==> config.mk <==
export PLATFORM = sky130hd
export DESIGN_NAME = mem_port_arbiter_flat
export DESIGN_NICKNAME = d
export VERILOG_FILES = /design/src/rtl/mem_port_arbiter_pkg.sv /design/src/rtl/mem_port_arbiter_if.sv /design/src/rtl/mem_lat_counter.sv /design/src/rtl/mem_port_arbiter.sv /design/src/flat_wrapper.sv
export SDC_FILE = /design/constraint.sdc
export NUM_CORES = 1
export LEC_CHECK = 0
export CORE_UTILIZATION = 37
export CTS_CLUSTER_SIZE = 20
export DETAILED_ROUTE_END_ITERATION = 10
export GPL_TIMING_DRIVEN = 0
export PLACE_DENSITY = 0.95
export SYNTH_ARGS = -nofsm -noshare
export SYNTH_HDL_FRONTEND = slang
export SYNTH_SLANG_ARGS = --single-unit
==> constraint.sdc <==
create_clock -name clk -period 3.45 [get_ports clk]
set_clock_uncertainty 0.15 [all_clocks]
set_input_delay 0.69 -clock clk [delete_from_list [all_inputs] [get_ports clk]]
set_output_delay 0.69 -clock clk [all_outputs]
set_load 0.01 [all_outputs]
==> src/rtl/mem_port_arbiter_pkg.sv <==
// Shared types and constants for the memory port arbiter and the control unit.
package mem_port_arbiter_pkg;

   localparam int unsigned ADDR_W_DEF  = 12;
   localparam int unsigned DATA_W_DEF  = 16;
   localparam int unsigned MEM_LAT_DEF = 2;

   // Bit positions inside the control unit's MEM_signals field
   localparam int unsigned MEM_RD       = 3;
   localparam int unsigned MEM_WR       = 2;
   localparam int unsigned MEM_ADDR_SEL = 1;
   localparam int unsigned MEM_DATA_SEL = 0;

   typedef enum logic [1:0] {
      ST_IDLE  = 2'd0,
      ST_DATA  = 2'd1,
      ST_FETCH = 2'd2
   } arb_state_e;

   // Width needed to hold a count of 0..lat (at least one bit)
   function automatic int unsigned lat_cnt_w(input int unsigned lat);
      return (lat < 2) ? 1 : $clog2(lat + 1);
   endfunction

endpackage

==> src/rtl/mem_port_arbiter_if.sv <==
// Bundle of fetch, data-stage and memory-side signals around the arbiter.
interface mem_port_arbiter_if
   import mem_port_arbiter_pkg::*;
#(
   parameter int unsigned ADDR_W = ADDR_W_DEF,
   parameter int unsigned DATA_W = DATA_W_DEF
) ();

   logic              if_req;
   logic [ADDR_W-1:0] if_addr;
   logic              if_rvalid;
   logic [DATA_W-1:0] if_rdata;

   logic              dm_read;
   logic              dm_write;
   logic [ADDR_W-1:0] dm_addr;
   logic [DATA_W-1:0] dm_wdata;
   logic              dm_done;
   logic [DATA_W-1:0] dm_rdata;

   logic              mem_en;
   logic              mem_we;
   logic [ADDR_W-1:0] mem_addr;
   logic [DATA_W-1:0] mem_wdata;
   logic [DATA_W-1:0] mem_rdata;

   logic              stall_if;
   logic              stall_mem;
   logic              proto_err;

   // Arbiter side
   modport slave (
      input  if_req, if_addr, dm_read, dm_write, dm_addr, dm_wdata, mem_rdata,
      output if_rvalid, if_rdata, dm_done, dm_rdata,
      output mem_en, mem_we, mem_addr, mem_wdata,
      output stall_if, stall_mem, proto_err
   );

   // Pipeline / memory side
   modport master (
      output if_req, if_addr, dm_read, dm_write, dm_addr, dm_wdata, mem_rdata,
      input  if_rvalid, if_rdata, dm_done, dm_rdata,
      input  mem_en, mem_we, mem_addr, mem_wdata,
      input  stall_if, stall_mem, proto_err
   );

endinterface

==> src/rtl/mem_lat_counter.sv <==
// Loadable down-counter that times the fixed memory latency.
module mem_lat_counter
   import mem_port_arbiter_pkg::*;
#(
   parameter int unsigned MEM_LAT = MEM_LAT_DEF
) (
   input  logic clk,
   input  logic rst,
   input  logic load,
   input  logic dec,
   output logic zero
);

   localparam int unsigned CNT_W = lat_cnt_w(MEM_LAT);
   localparam logic [CNT_W-1:0] LOAD_VAL = CNT_W'(MEM_LAT - 1);

   logic [CNT_W-1:0] cnt_q;
   logic [CNT_W-1:0] cnt_d;

   // Load takes priority; decrement saturates at zero
   always_comb begin
      cnt_d = cnt_q;
      if (load) begin
         cnt_d = LOAD_VAL;
      end else if (dec && (cnt_q != '0)) begin
         cnt_d = cnt_q - CNT_W'(1);
      end
   end

   // Count register
   always_ff @(posedge clk) begin
      if (rst) begin
         cnt_q <= '0;
      end else begin
         cnt_q <= cnt_d;
      end
   end

   assign zero = (cnt_q == '0);

endmodule

==> src/rtl/mem_port_arbiter.sv <==
// Shares one single-port memory between instruction fetch and the MEM stage.
module mem_port_arbiter
   import mem_port_arbiter_pkg::*;
#(
   parameter int unsigned ADDR_W  = ADDR_W_DEF,
   parameter int unsigned DATA_W  = DATA_W_DEF,
   parameter int unsigned MEM_LAT = MEM_LAT_DEF
) (
   input  logic                clk,
   input  logic                rst,
   mem_port_arbiter_if.slave   bus
);

   arb_state_e        state_q, state_d;
   logic              op_wr_q, op_wr_d;
   logic              if_rvalid_q, if_rvalid_d;
   logic              dm_done_q, dm_done_d;
   logic [DATA_W-1:0] if_rdata_q, if_rdata_d;
   logic [DATA_W-1:0] dm_rdata_q, dm_rdata_d;
   logic              proto_err_q, proto_err_d;

   logic              mem_en_c;
   logic              mem_we_c;
   logic [ADDR_W-1:0] mem_addr_c;
   logic [DATA_W-1:0] mem_wdata_c;

   logic              data_req;
   logic              data_elig;
   logic              fetch_elig;
   logic              cnt_load;
   logic              cnt_dec;
   logic              cnt_zero;

   // A requester that is completing this cycle still holds its request; mask it
   assign data_req   = bus.dm_read | bus.dm_write;
   assign data_elig  = data_req & ~dm_done_q;
   assign fetch_elig = bus.if_req & ~if_rvalid_q;

   mem_lat_counter #(
      .MEM_LAT (MEM_LAT)
   ) u_lat_cnt (
      .clk  (clk),
      .rst  (rst),
      .load (cnt_load),
      .dec  (cnt_dec),
      .zero (cnt_zero)
   );

   // Grant, latency sequencing and result capture
   always_comb begin
      state_d     = state_q;
      op_wr_d     = op_wr_q;
      if_rvalid_d = 1'b0;
      dm_done_d   = 1'b0;
      if_rdata_d  = if_rdata_q;
      dm_rdata_d  = dm_rdata_q;
      proto_err_d = proto_err_q | (bus.dm_read & bus.dm_write);
      mem_en_c    = 1'b0;
      mem_we_c    = 1'b0;
      mem_addr_c  = '0;
      mem_wdata_c = '0;
      cnt_load    = 1'b0;
      cnt_dec     = 1'b0;

      case (state_q)
         ST_IDLE: begin
            if (data_elig) begin
               mem_en_c    = 1'b1;
               mem_we_c    = bus.dm_write;
               mem_addr_c  = bus.dm_addr;
               mem_wdata_c = bus.dm_wdata;
               op_wr_d     = bus.dm_write;
               cnt_load    = 1'b1;
               state_d     = ST_DATA;
            end else if (fetch_elig) begin
               mem_en_c    = 1'b1;
               mem_addr_c  = bus.if_addr;
               cnt_load    = 1'b1;
               state_d     = ST_FETCH;
            end
         end
         ST_DATA: begin
            if (cnt_zero) begin
               dm_done_d = 1'b1;
               if (!op_wr_q) begin
                  dm_rdata_d = bus.mem_rdata;
               end
               state_d = ST_IDLE;
            end else begin
               cnt_dec = 1'b1;
            end
         end
         ST_FETCH: begin
            if (cnt_zero) begin
               if_rvalid_d = 1'b1;
               if_rdata_d  = bus.mem_rdata;
               state_d     = ST_IDLE;
            end else begin
               cnt_dec = 1'b1;
            end
         end
         default: begin
            state_d = ST_IDLE;
         end
      endcase

      // No memory access may be issued while reset is asserted
      if (rst) begin
         mem_en_c    = 1'b0;
         mem_we_c    = 1'b0;
         mem_addr_c  = '0;
         mem_wdata_c = '0;
      end
   end

   // State and registered outputs
   always_ff @(posedge clk) begin
      if (rst) begin
         state_q     <= ST_IDLE;
         op_wr_q     <= 1'b0;
         if_rvalid_q <= 1'b0;
         dm_done_q   <= 1'b0;
         if_rdata_q  <= '0;
         dm_rdata_q  <= '0;
         proto_err_q <= 1'b0;
      end else begin
         state_q     <= state_d;
         op_wr_q     <= op_wr_d;
         if_rvalid_q <= if_rvalid_d;
         dm_done_q   <= dm_done_d;
         if_rdata_q  <= if_rdata_d;
         dm_rdata_q  <= dm_rdata_d;
         proto_err_q <= proto_err_d;
      end
   end

   assign bus.mem_en    = mem_en_c;
   assign bus.mem_we    = mem_we_c;
   assign bus.mem_addr  = mem_addr_c;
   assign bus.mem_wdata = mem_wdata_c;

   assign bus.if_rvalid = if_rvalid_q;
   assign bus.if_rdata  = if_rdata_q;
   assign bus.dm_done   = dm_done_q;
   assign bus.dm_rdata  = dm_rdata_q;
   assign bus.proto_err = proto_err_q;

   assign bus.stall_mem = data_req & ~dm_done_q;
   assign bus.stall_if  = bus.if_req & ~if_rvalid_q;

endmodule

==> src/flat_wrapper.sv <==
// flat-port wrapper written by rule: the top's interface ports become plain ports
module mem_port_arbiter_flat import mem_port_arbiter_pkg::*;
#(
   parameter int unsigned ADDR_W  = ADDR_W_DEF,
   parameter int unsigned DATA_W  = DATA_W_DEF,
   parameter int unsigned MEM_LAT = MEM_LAT_DEF
)
  (clk, rst, bus_if_req, bus_if_addr, bus_dm_read, bus_dm_write, bus_dm_addr, bus_dm_wdata, bus_mem_rdata, bus_if_rvalid, bus_if_rdata, bus_dm_done, bus_dm_rdata, bus_mem_en, bus_mem_we, bus_mem_addr, bus_mem_wdata, bus_stall_if, bus_stall_mem, bus_proto_err);
  mem_port_arbiter_if #(.ADDR_W(ADDR_W), .DATA_W(DATA_W)) bus_i ();
  input  logic clk;
  input  logic rst;
  input wire logic [$bits(bus_i.if_req)-1:0] bus_if_req;
  input wire logic [$bits(bus_i.if_addr)-1:0] bus_if_addr;
  input wire logic [$bits(bus_i.dm_read)-1:0] bus_dm_read;
  input wire logic [$bits(bus_i.dm_write)-1:0] bus_dm_write;
  input wire logic [$bits(bus_i.dm_addr)-1:0] bus_dm_addr;
  input wire logic [$bits(bus_i.dm_wdata)-1:0] bus_dm_wdata;
  input wire logic [$bits(bus_i.mem_rdata)-1:0] bus_mem_rdata;
  output wire logic [$bits(bus_i.if_rvalid)-1:0] bus_if_rvalid;
  output wire logic [$bits(bus_i.if_rdata)-1:0] bus_if_rdata;
  output wire logic [$bits(bus_i.dm_done)-1:0] bus_dm_done;
  output wire logic [$bits(bus_i.dm_rdata)-1:0] bus_dm_rdata;
  output wire logic [$bits(bus_i.mem_en)-1:0] bus_mem_en;
  output wire logic [$bits(bus_i.mem_we)-1:0] bus_mem_we;
  output wire logic [$bits(bus_i.mem_addr)-1:0] bus_mem_addr;
  output wire logic [$bits(bus_i.mem_wdata)-1:0] bus_mem_wdata;
  output wire logic [$bits(bus_i.stall_if)-1:0] bus_stall_if;
  output wire logic [$bits(bus_i.stall_mem)-1:0] bus_stall_mem;
  output wire logic [$bits(bus_i.proto_err)-1:0] bus_proto_err;
  assign bus_i.if_req = bus_if_req;
  assign bus_i.if_addr = bus_if_addr;
  assign bus_i.dm_read = bus_dm_read;
  assign bus_i.dm_write = bus_dm_write;
  assign bus_i.dm_addr = bus_dm_addr;
  assign bus_i.dm_wdata = bus_dm_wdata;
  assign bus_i.mem_rdata = bus_mem_rdata;
  assign bus_if_rvalid = bus_i.if_rvalid;
  assign bus_if_rdata = bus_i.if_rdata;
  assign bus_dm_done = bus_i.dm_done;
  assign bus_dm_rdata = bus_i.dm_rdata;
  assign bus_mem_en = bus_i.mem_en;
  assign bus_mem_we = bus_i.mem_we;
  assign bus_mem_addr = bus_i.mem_addr;
  assign bus_mem_wdata = bus_i.mem_wdata;
  assign bus_stall_if = bus_i.stall_if;
  assign bus_stall_mem = bus_i.stall_mem;
  assign bus_proto_err = bus_i.proto_err;
  mem_port_arbiter #(.ADDR_W(ADDR_W), .DATA_W(DATA_W), .MEM_LAT(MEM_LAT)) u_core (.clk(clk), .rst(rst), .bus(bus_i));
endmodule
==> impl_metrics.py <==
metrics = {
    "status": {
        "status": "finished, violations left",
        "violations": "design-rule violations",
    },
    "grt": {
        "grt_pass1_vias": 1938,
        "grt_use_met1": 0.220,
        "grt_util_all_layers": 0.215,
        "antenna_found_initial": 0,
        "gr-usage-met3": 0.0830,
        "grt_util_met2": 0.404,
        "overflow": 0,
        "grt_max_degree": 13,
        "grt_busiest_layer": "met2",
        "grt_pass1_wl_um": 8700,
    },
    "setup_path": {
        "arrival_ns": 2.53,
        "cp.buffers_inverters": 4,
        "crit_path_start_kind": "input pin",
        "cp_top_family": "buffers and inverters",
        "r2r_cells": 6,
        "cp_data_required_time_ns": 2.61,
        "slowest_delay_ns": 0.53,
        "endpoint_kind": "primary output",
        "crit_top_cell": "clkdlybuf4s50_1",
        "cp.depth": 7,
        "crit_type": "in -> out",
        "cp_max_fo": 10,
        "worstPathCellList": "clkdlybuf4s50_1 > o21bai_4 > inv_2 > nor3_4 > buf_6 > a22o_1 > clkdlybuf4s50_1",
        "slowest_stage": "clkdlybuf4s50_1",
    },
    "logic_synthesis": {
        "avgSynthCellArea_um2": 7.93,
        "yosys_warnings": 0,
        "syn_nets": 289,
        "synth.area.top_cells": "dfxtp_1, nand2_1, a21oi_1",
        "synth.cell_area_mm2": 0.00178,
        "synth_area_leader_cell": "dfxtp_1",
        "synthFlopType": "dfxtp_1",
        "yosysTopAreaCellShare": 0.451,
        "synth_edf_count": 0,
        "ys_ff_latch": 40,
        "synth_cell_types": 28,
        "synth-async-reset-ratio": 0,
        "netlist_instances": 224,
        "seq_area_frac_synth": 0.451,
    },
    "power_and_ir_drop": {
        "powerDensity_mw_per_mm2": 435,
        "p_total_mw": 1.41,
        "peakVddDrop_v": 0.000318,
        "p_leak_nw": 1.25,
    },
    "clocking": {
        "path_clk_slew_ns": 0.08,
        "insertion_delay_ns": 0.29,
        "tritoncts.num_buffers": 5,
        "cts_num_sinks": 40,
        "htree_levels": 2,
        "clockBufferDepth": 2,
        "cts-root-buf": "clkbuf_8",
        "cts_tree": "done",
        "postCtsHoldBufs": 0,
    },
    "floorplan": {
        "pin_count": 128,
        "rows": 24,
        "die_area_mm2": 0.00508,
        "start_util": 0.397,
        "die_x_um": 71.3,
        "die_y_um": 71.3,
        "core-area_mm2": 0.00447,
    },
    "cells_and_area": {
        "final_nets": 428,
        "diodes": 0,
        "fin_area_mm2": 0.00323,
        "drive_gt1_frac": 0.0716,
        "syn_to_final_growth_pct": 82.0,
        "final_util": 0.722,
    },
    "sta": {
        "relSlewSlack": 0.657,
        "setup_viol": 0,
        "min_period_ns": 3.37,
        "tightestPinTransition_ns": 0.514,
        "finalCritPeriodShare": 0.977,
        "slew_viol_final": 0,
        "fmaxAchievable_mhz": 297,
        "fin_setup_tns_ns": 0,
        "hold_viol_final": 0,
    },
    "placement": {
        "dp_hpwl_um": 4200,
        "place_area_mm2": 0.00310,
        "place.gp.congestion": 0.765,
        "io_buffers": 126,
    },
    "drt": {
        "wl_um": 5460,
        "drcViolationCount": 13,
        "detail_route.wl_per_cell_um": 13.2,
        "vias_per_cell": 4.89,
        "ant_nets": 0,
        "dr.first_iter.drc_count": 102,
        "vias": 2029,
        "drt_first_pass_iters": 7,
    },
    "flow_run": {
        "drv_cap": 0,
    },
    "min_path": {
        "hp-class": "reg -> reg",
        "worstHoldPathCells": 2,
    },
}
layout make-up:
cell class	instances	area (um^2)
multi-input combinational	162	870
timing repair buffer	132	1310
inverter	7	26.3
tap	52	65.1
clock inverter	2	12.5
sequential	40	801
fill	351	1240
clock buffer	5	68.8
buffer	15	78.8
final timing paths:
kind | start | slack, ns | endpoint
worst max-delay path | bus_dm_read | 0.08 | bus_mem_addr[4]
worst min-delay path | u_core.bus.if_rdata[4] | 0.31 | u_core.bus.if_rdata[4]
worst max register to register | u_core.u_lat_cnt.cnt_q[0] | 1.59 | u_core.bus.if_rdata[9]
worst min register to register | u_core.bus.if_rdata[4] | 0.31 | u_core.bus.if_rdata[4]
logic make-up after synthesis:
| family | after synthesis | synth area share |
|---|---|---|
| AND/OR/NAND/NOR | 104 | 0.273 |
| AO/OA/AOI/OAI | 53 | 0.183 |
| flip-flops | 40 | 0.451 |
| buffers and inverters | 22 | 0.0592 |
| adder cells (fa/ha/maj) | 4 | 0.0282 |
| XOR/XNOR | 1 | 0.00493 |
cell usage in the layout, fill, tap and decap left out, types with 2 or more instances in the layout:
| cell type | netlist | layout |
|---|---|---|
| a21oi_1 | 37 | 37 |
| and2_1 | 18 | 18 |
| ha_1 | 4 | 4 |
| dfxtp_1 | 40 | 40 |
| dlymetal6s2s_1 | 0 | 2 |
| dlygate4sd2_1 | 0 | 2 |
| nand2b_1 | 2 | 2 |
| nand2_1 | 69 | 69 |
| nand3_1 | 3 | 3 |
| inv_1 | 6 | 6 |
| clkbuf_1 | 6 | 6 |
| clkdlybuf4s50_1 | 0 | 122 |
| buf_4 | 2 | 8 |
| clkbuf_8 | 0 | 5 |
| a22o_1 | 12 | 12 |
| nor2_1 | 5 | 5 |
| buf_2 | 5 | 5 |
tightest hold or removal path, delay by kind of cell, from the launching register on:
family             cells  cell delay, ns
DFF                    1            0.31
and+or+nand+nor        1            0.05
AOI/OAI and AO/OA      1            0.05
flip-flops by register name, indices dropped and copies added, names as in the netlist:
signal / cells
u_core.bus.proto_err: 1
u_core.bus.if_rdata: 16
u_core.op_wr_q: 1
u_core.state_q: 2
u_core.bus.dm_rdata: 16
u_core.bus.dm_done: 1
u_core.u_lat_cnt.cnt_q: 2
u_core.bus.if_rvalid: 1
cell usage after synthesis (2+ instances only):
library cell / n
inv_1: 6
nand2_1: 69
a21oi_1: 37
buf_2: 5
dfxtp_1: 40
a22o_1: 12
nand2b_1: 2
clkbuf_1: 6
buf_4: 2
and2_1: 18
ha_1: 4
nor2_1: 5
nand3_1: 3
through the flow:
| step | hold WS (ns) | worst slack [ns] | instances |
|---|---|---|---|
| after global routing | 0.330 | -0.0131 | 415 |
| after floorplan | 0.307 | 1.08 | 224 |
| final | 0.307 | 0.0803 | 415 |
| after detailed placement | 0.297 | -0.0278 | 402 |
| after global placement | 0.291 | -0.00726 | 402 |
| after CTS | 0.307 | 0.00144 | 409 |
routing by layer:
metal / vias to the layer above / part of all wire
li1: 1008 / -
met1: 925 / 0.38
met2: 90 / 0.51
met3: 6 / 0.10
met4: 0 / 0.0070
met5: - / 0
where the power goes:
part	switching, mW	total (mW)	internal (mW)
sequential	0.0261	0.536	0.510
clock	0.157	0.294	0.137
combinational	0.259	0.577	0.318
timing repair:
item / CTS / global route
resized for setup: 2 / 2
setup endpoints to repair: 2 / 18
pin swaps: 0 / 2
buffers inserted: 0 / 6
Note: power is estimated with default switching activity, not from simulation.
